--- src/rtl/io_input_port.sv ---
// io_input_port: switch/button input peripheral for the single-cycle CPU.
// Synchronises raw pins, debounces buttons, latches presses in sticky bits
// and exposes three read-only words plus an ID word on a word-addressed port.
module io_input_port #(
    parameter int NSW       = 16,
    parameter int NBTN      = 5,
    parameter int DB_CYCLES = 1_000_000,
    parameter int DB_BITS   = 20
) (
    input  logic            clk,
    input  logic            rst,
    input  logic [NSW-1:0]  sw,
    input  logic [NBTN-1:0] btn,
    input  logic            rd_en,
    input  logic [1:0]      addr,
    output logic [31:0]     rdata,
    output logic [NBTN-1:0] btn_event,
    output logic            irq
);

    localparam logic [31:0]        ID_WORD  = 32'h494E_5031;
    localparam logic [DB_BITS-1:0] CNT_LAST = DB_BITS'(DB_CYCLES - 1);
    localparam logic [DB_BITS-1:0] CNT_ONE  = DB_BITS'(32'd1);
    localparam logic [DB_BITS-1:0] CNT_ZERO = DB_BITS'(32'd0);

    // Synchroniser chains (two flops per pin).
    logic [NSW-1:0]  sw_meta_q,  sw_meta_d;
    logic [NSW-1:0]  sw_s_q,     sw_s_d;
    logic [NBTN-1:0] btn_meta_q, btn_meta_d;
    logic [NBTN-1:0] btn_s_q,    btn_s_d;

    // Debounce and event state.
    logic [NBTN-1:0]    stable_q,    stable_d;
    logic [DB_BITS-1:0] cnt_q [NBTN];
    logic [DB_BITS-1:0] cnt_d [NBTN];
    logic [NBTN-1:0]    sticky_q,    sticky_d;
    logic [NBTN-1:0]    btn_event_q, btn_event_d;

    // Per-cycle helpers.
    logic [NBTN-1:0] rise_s;
    logic [NBTN-1:0] clr_s;

    // Next-state: synchronisers, per-button debounce, press detection, sticky set/clear.
    always_comb begin
        sw_meta_d  = sw;
        sw_s_d     = sw_meta_q;
        btn_meta_d = btn;
        btn_s_d    = btn_meta_q;
        stable_d   = stable_q;
        for (int i = 0; i < NBTN; i++) begin
            cnt_d[i] = cnt_q[i];
            if (btn_s_q[i] == stable_q[i]) begin
                // Synced level agrees with the accepted level: nothing pending.
                cnt_d[i] = CNT_ZERO;
            end else if (cnt_q[i] >= CNT_LAST) begin
                // Level held long enough: accept it and restart for the next change.
                stable_d[i] = btn_s_q[i];
                cnt_d[i]    = CNT_ZERO;
            end else begin
                cnt_d[i] = cnt_q[i] + CNT_ONE;
            end
        end
        rise_s = stable_d & ~stable_q;
        // Clear only the bits the CPU is seeing as 1 in this read; a new press wins.
        if (rd_en && (addr == 2'd2)) begin
            clr_s = sticky_q;
        end else begin
            clr_s = {NBTN{1'b0}};
        end
        sticky_d    = (sticky_q & ~clr_s) | rise_s;
        btn_event_d = rise_s;
    end

    // State register with synchronous active-high reset.
    always_ff @(posedge clk) begin
        if (rst) begin
            sw_meta_q   <= {NSW{1'b0}};
            sw_s_q      <= {NSW{1'b0}};
            btn_meta_q  <= {NBTN{1'b0}};
            btn_s_q     <= {NBTN{1'b0}};
            stable_q    <= {NBTN{1'b0}};
            sticky_q    <= {NBTN{1'b0}};
            btn_event_q <= {NBTN{1'b0}};
            for (int i = 0; i < NBTN; i++) begin
                cnt_q[i] <= CNT_ZERO;
            end
        end else begin
            sw_meta_q   <= sw_meta_d;
            sw_s_q      <= sw_s_d;
            btn_meta_q  <= btn_meta_d;
            btn_s_q     <= btn_s_d;
            stable_q    <= stable_d;
            sticky_q    <= sticky_d;
            btn_event_q <= btn_event_d;
            for (int i = 0; i < NBTN; i++) begin
                cnt_q[i] <= cnt_d[i];
            end
        end
    end

    // Read mux; while reset is held every state word reads as its zeroed value.
    always_comb begin
        rdata = 32'h0000_0000;
        if (rst) begin
            if (addr == 2'd3) begin
                rdata = ID_WORD;
            end else begin
                rdata = 32'h0000_0000;
            end
        end else begin
            case (addr)
                2'd0:    rdata = 32'(sw_s_q);
                2'd1:    rdata = 32'(stable_q);
                2'd2:    rdata = 32'(sticky_q);
                2'd3:    rdata = ID_WORD;
                default: rdata = 32'h0000_0000;
            endcase
        end
    end

    // Event pulse and interrupt, forced low while reset is held.
    always_comb begin
        if (rst) begin
            btn_event = {NBTN{1'b0}};
            irq       = 1'b0;
        end else begin
            btn_event = btn_event_q;
            irq       = |sticky_q;
        end
    end

endmodule
--- config.mk ---
export PLATFORM = sky130hd
export DESIGN_NAME = io_input_port
export DESIGN_NICKNAME = d
export VERILOG_FILES = /design/src/rtl/io_input_port.sv
export SDC_FILE = /design/constraint.sdc
export NUM_CORES = 1
export LEC_CHECK = 0
export ABC_AREA = 1
export CAP_MARGIN = 15
export CORE_UTILIZATION = 63
export CTS_CLUSTER_SIZE = 28
export DETAILED_ROUTE_END_ITERATION = 7
export PLACE_DENSITY = 0.86
export SETUP_SLACK_MARGIN = 0.05
export SYNTH_ARGS = -nofsm -noshare
export SYNTH_HDL_FRONTEND = slang
export SYNTH_SLANG_ARGS = --single-unit
--- constraint.sdc ---
create_clock -name clk -period 2.95 [get_ports clk]
set_input_delay 0.7375 -clock clk [delete_from_list [all_inputs] [get_ports clk]]
set_output_delay 0.7375 -clock clk [all_outputs]
set_load 0.02 [all_outputs]
# Word level (Yosys, flattened, before mapping)
# Memory sizes are Yosys's and may differ from the RTL's.
# Index checks and enable logic that the tools add are counted.
[word_totals]
regBits = 57
memories = 1
ram_bits = 100
[op_classes]
muxes = 34
reduce_logical = 3
n_eq_ne = 8
add_sub_neg = 5
magnitude_cmp = 5
bitwise = 10
[mem_list]
columns = ["memory", "depth", "word_bits", "read_ports", "rd_ports_with_merged_regs", "wr", "line", "source"]
rows = [
  ["cnt_q", 5, 20, 5, 0, 5, "34", "logic [DB_BITS-1:0] cnt_q [NBTN];"],
]
[op_table]
columns = ["cell", "n"]
rows = [
  ["20-bit 2-to-1 mux", 15],
  ["32-bit one-hot mux with 4 select lines", 1],
  ["20-bit by 1-bit adder with 20-bit output (second input constant)", 5],
  ["20-bit greater-or-equal comparator (second input constant)", 5],
  ["32-bit 2-to-1 mux", 1],
  ["31-bit 2-to-1 mux", 1],
  ["1-bit 2-to-1 mux", 14],
  ["5-bit bitwise AND", 2],
  ["5-bit 2-to-1 mux", 2],
  ["5-bit inverter", 2],
  ["1-bit equality test", 5],
  ["1-bit OR", 5],
  ["5-bit OR", 1],
  ["5-bit OR reduction", 1],
  ["2-bit equality test (second input constant)", 2],
  ["2-bit by 1-bit equality test with 1-bit output (second input constant)", 1],
  ["2-bit logical NOT", 1],
  ["1-bit logical AND", 1],
]

# Depth between registers and ports, before layout
# Gate-level depths: netlist of run 1.
[depth]
depth_word = 6
mapped_depth = 10

# Worst setup path after synthesis of run 1
# OpenSTA, ideal clock, no wires.
[synth_timing]
path_kind = "input-to-output"
startpoint = "input port addr[0]"
endpoint = "output port rdata[10]"
t_required_ps = 2213
stages = 3
arrival_ps = 1572
path_slack_ps = 641
path_cell_list = "nor2_1 > nand2_1 > nor2_1"
[synth_between]
elab_chain_cells = 3
[synth_rtl]
columns = ["item", "line", "source"]
rows = [
  ["from (decl)", "15", "input logic [1:0] addr,"],
  ["2-bit equality test (tied with other cells)", "111", "case (addr)"],
  ["32-bit one-hot mux with 4 select lines (*)", "111", ""],
  ["32-bit 2-to-1 mux (*)", "104", "if (rst) begin"],
  ["to (decl)", "16", "output logic [31:0] rdata,"],
]
# Every way passes the cells marked *; elsewhere a longest branch is shown, timed or not. The select of a mux whose other input is x is not followed.

# Final worst setup path of run 1
[layout_timing]
startpoint = "register sticky_q[4]"
endpoint = "output port irq"
[layout_between]
elab_chain_cells = 2
[layout_rtl]
columns = ["item", "line", "source"]
rows = [
  ["from (decl)", "36", "logic [NBTN-1:0] sticky_q, sticky_d;"],
  ["from (signal assigned)", "82", "sticky_q <= {NBTN{1'b0}};"],
  ["from (signal assigned)", "93", "sticky_q <= sticky_d;"],
  ["5-bit OR reduction", "128", "irq = |sticky_q;"],
  ["1-bit 2-to-1 mux", "123", "if (rst) begin"],
  ["to (decl)", "18", "output logic irq"],
]
# Every way passes these cells.

==> flow_summary.ini, run 1 <==
[grt]
antenna_found_initial = 0
grt_use_total_pct = 25.69
grtUsageMet1_pct = 30.35
met3_usage_pct = 6.124
use_met2_pct = 44.08
grt_max_degree = 31
grt_pass1_wl_um = 25640
grt_pass1_vias = 5915
top_usage_layer = met2
grt_overflow_total = 0

[die]
dieArea_sq_mm = 0.01237
start_util_pct = 65.25
num_rows = 39
die_w_um = 111.2
die_h_um = 111.2
core_sq_mm = 0.01152
io_pins = 64

[synthesis]
async_flop_share_pct = 0
ys_ff_latch = 157
synthFlopType = dfxtp_1
synth_area_sq_mm = 0.007515
yosysTopAreaCell = dfxtp_1
synthTopCellsByArea = dfxtp_1 (42%), nor2_1 (9.5%), nand2_1 (9.3%)
syn_area_per_cell_sq_um = 7.289
postSynthCellCount = 1031
yosysMostFrequentCell = nor2_1
yosysWarnings = 0
yosys-top-cells-count = nor2_1 (190), nand2_1 (186), dfxtp_1 (157)
synth.distinct_cells = 45
ys_seq_area_share_pct = 41.82
netlist.area_leader.share_pct = 41.82
synth_edf_count = 0

[critical_path]
crit_family = buffers and inverters
timing.rr.start = cnt_q[0][20]
crit_required_ps = 2210
cp_slowest_cell = clkdlybuf4s50_1
path_depth = 4
reg2regPathDepth = 8
critPathLaunchType = flop
cpPeakStageDelay_ps = 560
cp_cell_sequence = or2_2, o41ai_1, inv_1, clkdlybuf4s50_1
crit_end = irq
crit_start = sticky_q[4]
r2r_end = cnt_q[0][34]
cp-end-kind = output pin
critPathKind = flop to output pin
crit_path_max_fanout = 3
crit_arrival_ps = 2050
r2r_slack_ps = 1130
critPathBufInv = 2

[drt]
avgViaCountPerCell = 5.113
dr.pass1.iters = 7
num_vias = 6355
drc = 2
wirelength_um = 15280
postRouteAntennaNets = 0
drtIter0Drc = 436
wl_per_cell_um = 12.29

[clock_network]
cts_hold_buffers = 0
cts_buffers = 17
clk_pin_slew_worst_paths_ps = 60
clockBufferDepth = 2
cts_tree = built
cts_sinks = 157
h-tree-depth = 4
root_buffer = clkbuf_16
worstSkewPairLatency_ps = 430

[timing]
hold_violations = 0
period_share_pct = 94.33
fin_worst_skew_ps = 4.749
clock.fmax_ghz = 0.3594
fin_ws_ps = 167.3
fin_hold_ws_ps = 400.8
report.final.slew_viol_count = 0
setup-violations-final = 0
period_needed_ps = 2783
finalSetupTns_ps = 0
rsz0062_at_grt = no

[final_layout]
diodes = 0
drive_gt1_share_pct = 11.45
fillers = 861
nNetsFinal = 1119
final_cells = 1243
synthToLayoutAreaGrowth_pct = 16.42

[placement]
gp_congestion = 0.9058
placed_cells = 1212
port_buffers = 54
dp_slack_ps = -366.1
place_hpwl_um = 10770

[power_and_ir_drop]
p_leak_nw = 3.627
irDropWorstVdd_v = 0.0004995
power_mw = 4.613
power.density_mw_per_mm2 = 527.4

[flow_run]
max_cap_viol_count = 0

[worst_hold_path]
hp-class = flop to flop

[outcome]
violations = design-rule violations
outcome = finished, violations left
==> where the power goes <==
part | total, mW | internal [mW] | switching (mW)
logic | 0.166 | 0.0691 | 0.0970
clock network | 2.29 | 1.45 | 0.834
registers | 2.16 | 2.15 | 0.0114
total | 4.61 | 3.67 | 0.942
==> layer usage <==
| metal | share of wire, % | routed length, um |
|---|---|---|
| met1 | 45 | 6806 |
| met2 | 49 | 7421 |
| met3 | 4.2 | 643 |
| met4 | 2.7 | 408 |
| met5 | 0 | 0 |
==> logic make-up (layout without fill, tap and decap cells) <==
group	Yosys count	count (layout)	share of synthesized area (%)
AO/OA/AOI/OAI	79	79	5.994
XOR/XNOR	39	39	4.545
adder cells (fa/ha/maj)	5	5	0.8325
buffers and inverters	196	257	11.41
flip-flops	157	157	41.82
other	1	9	0.04990
AND/OR/NAND/NOR	554	554	35.35
==> worst min path at each step <==
stage                  to  slack, ps           from  depth (start not counted)
2_1_floorplan  btn_s_q[0]        390  btn_meta_q[0]                          2
3_3_place_gp   btn_s_q[2]        390  btn_meta_q[2]                          2
3_5_place_dp   btn_s_q[2]        390  btn_meta_q[2]                          2
4_1_cts        sw_s_q[12]        400  sw_meta_q[12]                          2
5_1_grt         sw_s_q[6]        410   sw_meta_q[6]                          2
6_report       btn_s_q[3]        400  btn_meta_q[3]                          2
==> tightest hold or removal path, cell delays in order (launching register included) <==
cell	delay, ps
dfxtp_1	290
inv_1	40
nor2_1	30
==> cell type report <==
type | instances | area [sq um] | area share [%]
clock buffer | 21 | 460.4 | 5.263
clock inverter | 10 | 161.4 | 1.845
inverter | 162 | 610.6 | 6.979
multi-input combinational | 686 | 3555 | 40.63
sequential | 157 | 3143 | 35.93
tap | 143 | 178.9 | 2.045
timing repair buffer | 64 | 639.4 | 7.308
==> what timing repair did <==
| item | 4_1_cts | 5_1_grt |
|---|---|---|
| gates resized for setup | 12 | 19 |
| endpoints found under the setup margin | 17 | 19 |
| cloned | 0 | 0 |
| buffers inserted | 0 | 0 |
| pin swaps | 0 | 0 |
==> layout by cell type, fill, tap and decap left out, drive strengths merged <==
cell type      synthesis  routed
dlygate4sd2            0       6
bufinv                 0       4
conb                   1       9
clkdlybuf4s50          0      29
or3                    2       2
nor3b                  2       2
clkinv                 2       4
clkbuf                 7      22
xnor2                 11      11
inv                  160     161
xor2                  28      28
buf                   27      11
nor3                  37      37
nand4                 36      36
nand2                201     201
dlymetal6s2s           0      16
nand3                 50      50
o31ai                  1       1
a31oi                  2       2
clkinvlp               0       3
clkdlybuf4s15          0       1
dfxtp                157     157
o41ai                  1       1
o22ai                  2       2
nor4                   1       1
ha                     5       5
nor2                 211     211
a21o                   1       1
nand3b                 7       7
o21ai                 21      21
o211ai                 3       3
a21oi                 48      48
or2                    7       7
==> metrics by stage <==
stage / area (sq um) / utilization (%)
6_report: 8748 / 75.97
5_1_grt: 8748 / 75.97
4_1_cts: 8707 / 75.61
3_5_place_dp: 8088 / 70.23
3_3_place_gp: 8088 / 70.23
2_1_floorplan: 7545 / -
==> state kept, by name, indices dropped and copies added (netlist names) <==
name and count:
cnt_q 100, sticky_q 5, stable_q 5, sw_meta_q 16
btn_meta_q 5, sw_s_q 16, btn_event_q 5, btn_s_q 5
No activity file was read; power rests on OpenSTA's default activity.
==> run 2, diff against run 1 <==
- CORE_UTILIZATION: 63 -> 58
- PLACE_DENSITY: 0.86 -> 0.8
- TNS_END_PERCENT: default -> 5
- clock period: 2.95 -> 2.88 ns (I/O delays scaled with it)
==> run 2 against run 1 <==
Net effect:
- the run now ends clean
- register-to-register slack worse by 80 ps
- core utilization decreased by 7.3 points
- sequential power rose by 2%
- clock power down 3%
- hold slack got worse by 2.3 ps
- global-route usage fell by 2.3 points
- clock skew rose by 2.1 ps
- worst setup slack worse by 68 ps
- largest cell class unchanged
==> flow_summary.ini, run 2 (synthesis gave the netlist of run 1 again) <==
[outcome]
outcome = completed

[drt]
avgViaCountPerCell = 4.864
drtIter0Drc = 414
num_vias = 6201
drc = 0
postRouteAntennaNets = 0
wirelength_um = 14340
dr.pass1.iters = 5
wl_per_cell_um = 11.25

[final_layout]
diodes = 0
drive_gt1_share_pct = 12.60
synthToLayoutAreaGrowth_pct = 15.32
final_common_cell = nor2_1
layout_common_cells = nor2_1 (190), nand2_1 (186), dfxtp_1 (157)
nNetsFinal = 1121
regMostFlops = cnt_q
reg_top3 = cnt_q (100), sw_meta_q (16), sw_s_q (16)
largest_register_ffs = 100
fillers = 1098

[flow_run]
max_cap_viol_count = 0

[timing]
report.final.slew_viol_count = 0
fin_hold_ws_ps = 398.5
setup-violations-final = 0
finalSetupTns_ps = 0
fin_worst_skew_ps = 6.813
hold_violations = 0
clock.fmax_ghz = 0.3596
period_needed_ps = 2781
period_share_pct = 96.55
rsz0062_at_grt = yes

[critical_path]
r2r_slack_ps = 1050
timing.rr.start = cnt_q[0][20]
critPathLaunchType = input port
reg2regPathDepth = 8
crit_required_ps = 2160
crit_path_max_fanout = 6
crit_arrival_ps = 2060
cp-end-kind = output pin
r2r_end = cnt_q[0][35]
critPathKind = input port to output pin

[clock_network]
cts_hold_buffers = 0
cts_sinks = 157
worstSkewPairLatency_ps = 420
cts_buffers = 17
cts_tree = built
root_buffer = clkbuf_16
h-tree-depth = 4
clk_pin_slew_worst_paths_ps = 70
clockBufferDepth = 2
post-cts-setup-buffers = 0

[worst_hold_path]
hp-class = flop to flop
hp-start = btn_meta_q[1]
holdPathEnd = btn_s_q[1]
min_path_cells = 2

[die]
io_pins = 64
core_sq_mm = 0.01262
num_rows = 41
die_w_um = 115.8
start_util_pct = 59.55
die_h_um = 115.8
dieArea_sq_mm = 0.01342

[grt]
grt_max_degree = 51
grt_overflow_total = 0
antenna_found_initial = 0
grt_use_total_pct = 23.34
grt_pass1_vias = 5749
grt_pass1_wl_um = 24900

[placement]
place_hpwl_um = 10230
gp_congestion = 0.9052
port_buffers = 54

[power_and_ir_drop]
power.density_mw_per_mm2 = 530.5
p_leak_nw = 3.426
irDropWorstVdd_v = 0.0005745
[run 2: cell count changes in the layout (fill, tap and decap cells not counted), sizes merged, moves of 2 or more]
cell / previous run / this run
clkbuf: 22 / 28
buf: 11 / 14
bufinv: 4 / 2
inv: 161 / 166
dlymetal6s2s: 16 / 0
dlygate4sd2: 6 / 10
clkinvlp: 3 / 0
clkinv: 4 / 9
[run 2: report_power, final]
group          internal [mW]  switching, mW  leakage (nW)  total [mW]
clock network           1.29          0.929         0.293        2.22
logic                 0.0691         0.0954          1.86       0.164
registers               2.20         0.0110          1.27        2.21
[run 2: cell type report]
class,count,area (sq um),share of cell area (%)
clock buffers,17,425.4,4.909
multi-input cells,686,3545,40.90
inverters,162,610.6,7.046
repair buffers,66,564.3,6.512
well taps,172,215.2,2.483
flip-flops and latches,157,3143,36.27
clock inverters,15,162.7,1.877
[run 2: how the worst max path moves through the flow]
stage | startpoint | to | slack, ps | depth (start not counted)
2_1_floorplan | addr[0] | rdata[10] | 610 | 3
3_3_place_gp | addr[0] | rdata[3] | -250 | 8
3_5_place_dp | addr[0] | rdata[3] | -240 | 8
4_1_cts | addr[1] | rdata[6] | 50 | 6
5_1_grt | addr[1] | rdata[4] | -30 | 7
6_report | addr[1] | rdata[4] | 100 | 7
[run 2: per-layer routing]
metal  global-route usage, %  part of all wire, %  vias to the layer above
li1                        -                    -                     3314
met1                   29.05                   47                     2779
met2                   40.48                   49                       92
met3                   5.492                  3.1                       16
met4                   6.239                  1.1                        0
met5                       0                    0                        -
[run 2: worst max-delay path, cell delays in order]
cell and delay [ps]:
clkdlybuf4s50_1 520, nor2_1 50, buf_4 150, inv_1 70, o22ai_1 70, o21ai_0 130
dlygate4sd1_1 350
[run 2: stage by stage]
step	cells	setup WS (ps)	area (sq um)	utilization [%]	power, mW
after global placement	1243	-248.0	8152	64.59	2.431
final	1275	99.31	8666	68.67	4.597
after floorplan	1039	605.6	7545	-	2.369
after global routing	1275	-26.10	8666	68.67	4.741
after detailed placement	1243	-238.3	8152	64.59	2.435
after CTS	1275	52.87	8716	69.07	4.623
[run 2: timing repair]
action	CTS	global route
setup endpoints to repair	23	13
pin swaps	0	0
gates resized for setup	27	25
==> run 3, diff against run 2 <==
- TNS_END_PERCENT: 5 -> default
==> run 3 against run 2 <==
Net effect:
- core utilization hardly changed
- non-clock buffer count stayed put
- clock power hardly changed
- combinational power hardly changed
- critical path depth stayed put
- hold slack worse by 2.4 ps
- critical path type unchanged
- largest power group unchanged
==> flow_summary.ini, run 3 (synthesis gave the netlist of run 1 again) <==
[power_and_ir_drop]
intPower_mw = 3.562
power_frac_comb_pct = 3.6
power.density_mw_per_mm2 = 530.7
p_leak_nw = 3.422
irDropWorstVdd_v = 0.0005744
swShare_pct = 22.52
power.switching_mw = 1.035
pwr-share-clk_pct = 48.3
seq_power_share_pct = 48.1

[drt]
avgViaCountPerCell = 4.871
postRouteAntennaNets = 0
dr.pass1.iters = 5
wirelength_um = 14360
drtIter0Drc = 434
num_vias = 6211
wl_per_cell_um = 11.26
drc = 0

[critical_path]
cp_slowest_cell = clkdlybuf4s50_1
critPathLaunchType = input port
cp-end-kind = output pin
critPathKind = input port to output pin
crit_required_ps = 2160
crit_arrival_ps = 2020
cpPeakStageDelay_ps = 520
crit_path_max_fanout = 6
cpMostUsedCell = buf_4
cp_cell_sequence = clkdlybuf4s50_1, nor2_1, buf_4, buf_4, nand3_1, nand2_1, dlygate4sd2_1

[grt]
antenna_found_initial = 0
grt_use_total_pct = 23.34
grt_max_degree = 51
grt_overflow_total = 0
grt_pass1_vias = 5749
grt_pass1_wl_um = 24900

[clock_network]
post-cts-setup-buffers = 0
cts_hold_buffers = 0
cts_tree = built
clockBufferDepth = 2
cts_sinks = 157
root_buffer = clkbuf_16
clk_pin_slew_worst_paths_ps = 70
cts_buffers = 17
h-tree-depth = 4
worstSkewPairLatency_ps = 420

[timing]
report.final.slew_viol_count = 0
hold_violations = 0
rsz0062_at_grt = no
period_share_pct = 94.99
fin_worst_skew_ps = 8.829
setup-violations-final = 0
clock.fmax_ghz = 0.3656
period_needed_ps = 2736
finalSetupTns_ps = 0
fin_hold_ws_ps = 396.2

[final_layout]
layout_common_cells = nor2_1 (190), nand2_1 (186), dfxtp_1 (157)
regMostFlops = cnt_q
drive_gt1_share_pct = 12.69
largest_register_ffs = 100
reg_top3 = cnt_q (100), sw_meta_q (16), sw_s_q (16)
final_common_cell = nor2_1
nNetsFinal = 1121
synthToLayoutAreaGrowth_pct = 15.27
fillers = 1098
diodes = 0

[die]
die_w_um = 115.8
die_h_um = 115.8
dieArea_sq_mm = 0.01342
core_sq_mm = 0.01262
io_pins = 64
start_util_pct = 59.55
num_rows = 41

[flow_run]
max_cap_viol_count = 0

[placement]
gp_congestion = 0.9052
port_buffers = 54
place_hpwl_um = 10230

[outcome]
outcome = completed

[worst_hold_path]
hp-class = flop to flop
-- run 3: path summary, 6_finish.rpt --
| path | from | endpoint | slack [ps] | cells after the start |
|---|---|---|---|---|
| min reg2reg | btn_meta_q[1] | btn_s_q[1] | 400 | 2 |
| max reg2reg | cnt_q[0][20] | cnt_q[0][35] | 1050 | 8 |
| max | addr[1] | rdata[5] | 140 | 7 |
| min | btn_meta_q[1] | btn_s_q[1] | 400 | 2 |
-- run 3: metrics by stage --
step	setup slack (ps)	total power, mW	util (%)	instance area, sq um	instances
after floorplan	605.6	2.369	-	7545	1039
after detailed placement	-238.3	2.435	64.59	8152	1243
after global routing	60.16	4.741	68.64	8662	1275
after CTS	17.26	4.623	69.05	8713	1275
final	144.4	4.597	68.64	8662	1275
after global placement	-248.0	2.431	64.59	8152	1243
-- run 3: power groups by stage --
stage	Clock, mW	Combinational (mW)	Sequential (mW)
2_1_floorplan	0	0.112	2.26
3_3_place_gp	0	0.172	2.26
3_5_place_dp	0	0.175	2.26
4_1_cts	2.24	0.167	2.21
5_1_grt	2.34	0.184	2.21
6_report	2.22	0.164	2.21
-- run 3: what timing repair did --
action / in CTS / in global routing
gates resized for setup: 25 / 27
endpoints found under the setup margin: 23 / 13
hold endpoints to repair: 0 / 0
-- run 3: worst max-delay path, delay by kind of cell --
kind,cells,cell delay (ps)
buffers and inverters,4,1120
AND/OR/NAND/NOR,3,170
-- run 3: final cells by class --
type	count	area [sq um]	share of cell area, %
Timing Repair Buffer	66	560.5	6.471
Clock inverter	15	162.7	1.878
Tap cell	172	215.2	2.484
Clock buffer	17	425.4	4.911
Multi-Input combinational cell	686	3545	40.92
Sequential cell	157	3143	36.28
Inverter	162	610.6	7.049
-- run 3: metal layers --
metal / routed length (um) / vias to the layer above / GRT usage (%)
met5: 0 / - / 0
met4: 144 / 0 / 6.239
met3: 430 / 19 / 5.492
met2: 6963 / 95 / 40.48
met1: 6819 / 2782 / 29.05
li1: - / 3315 / -
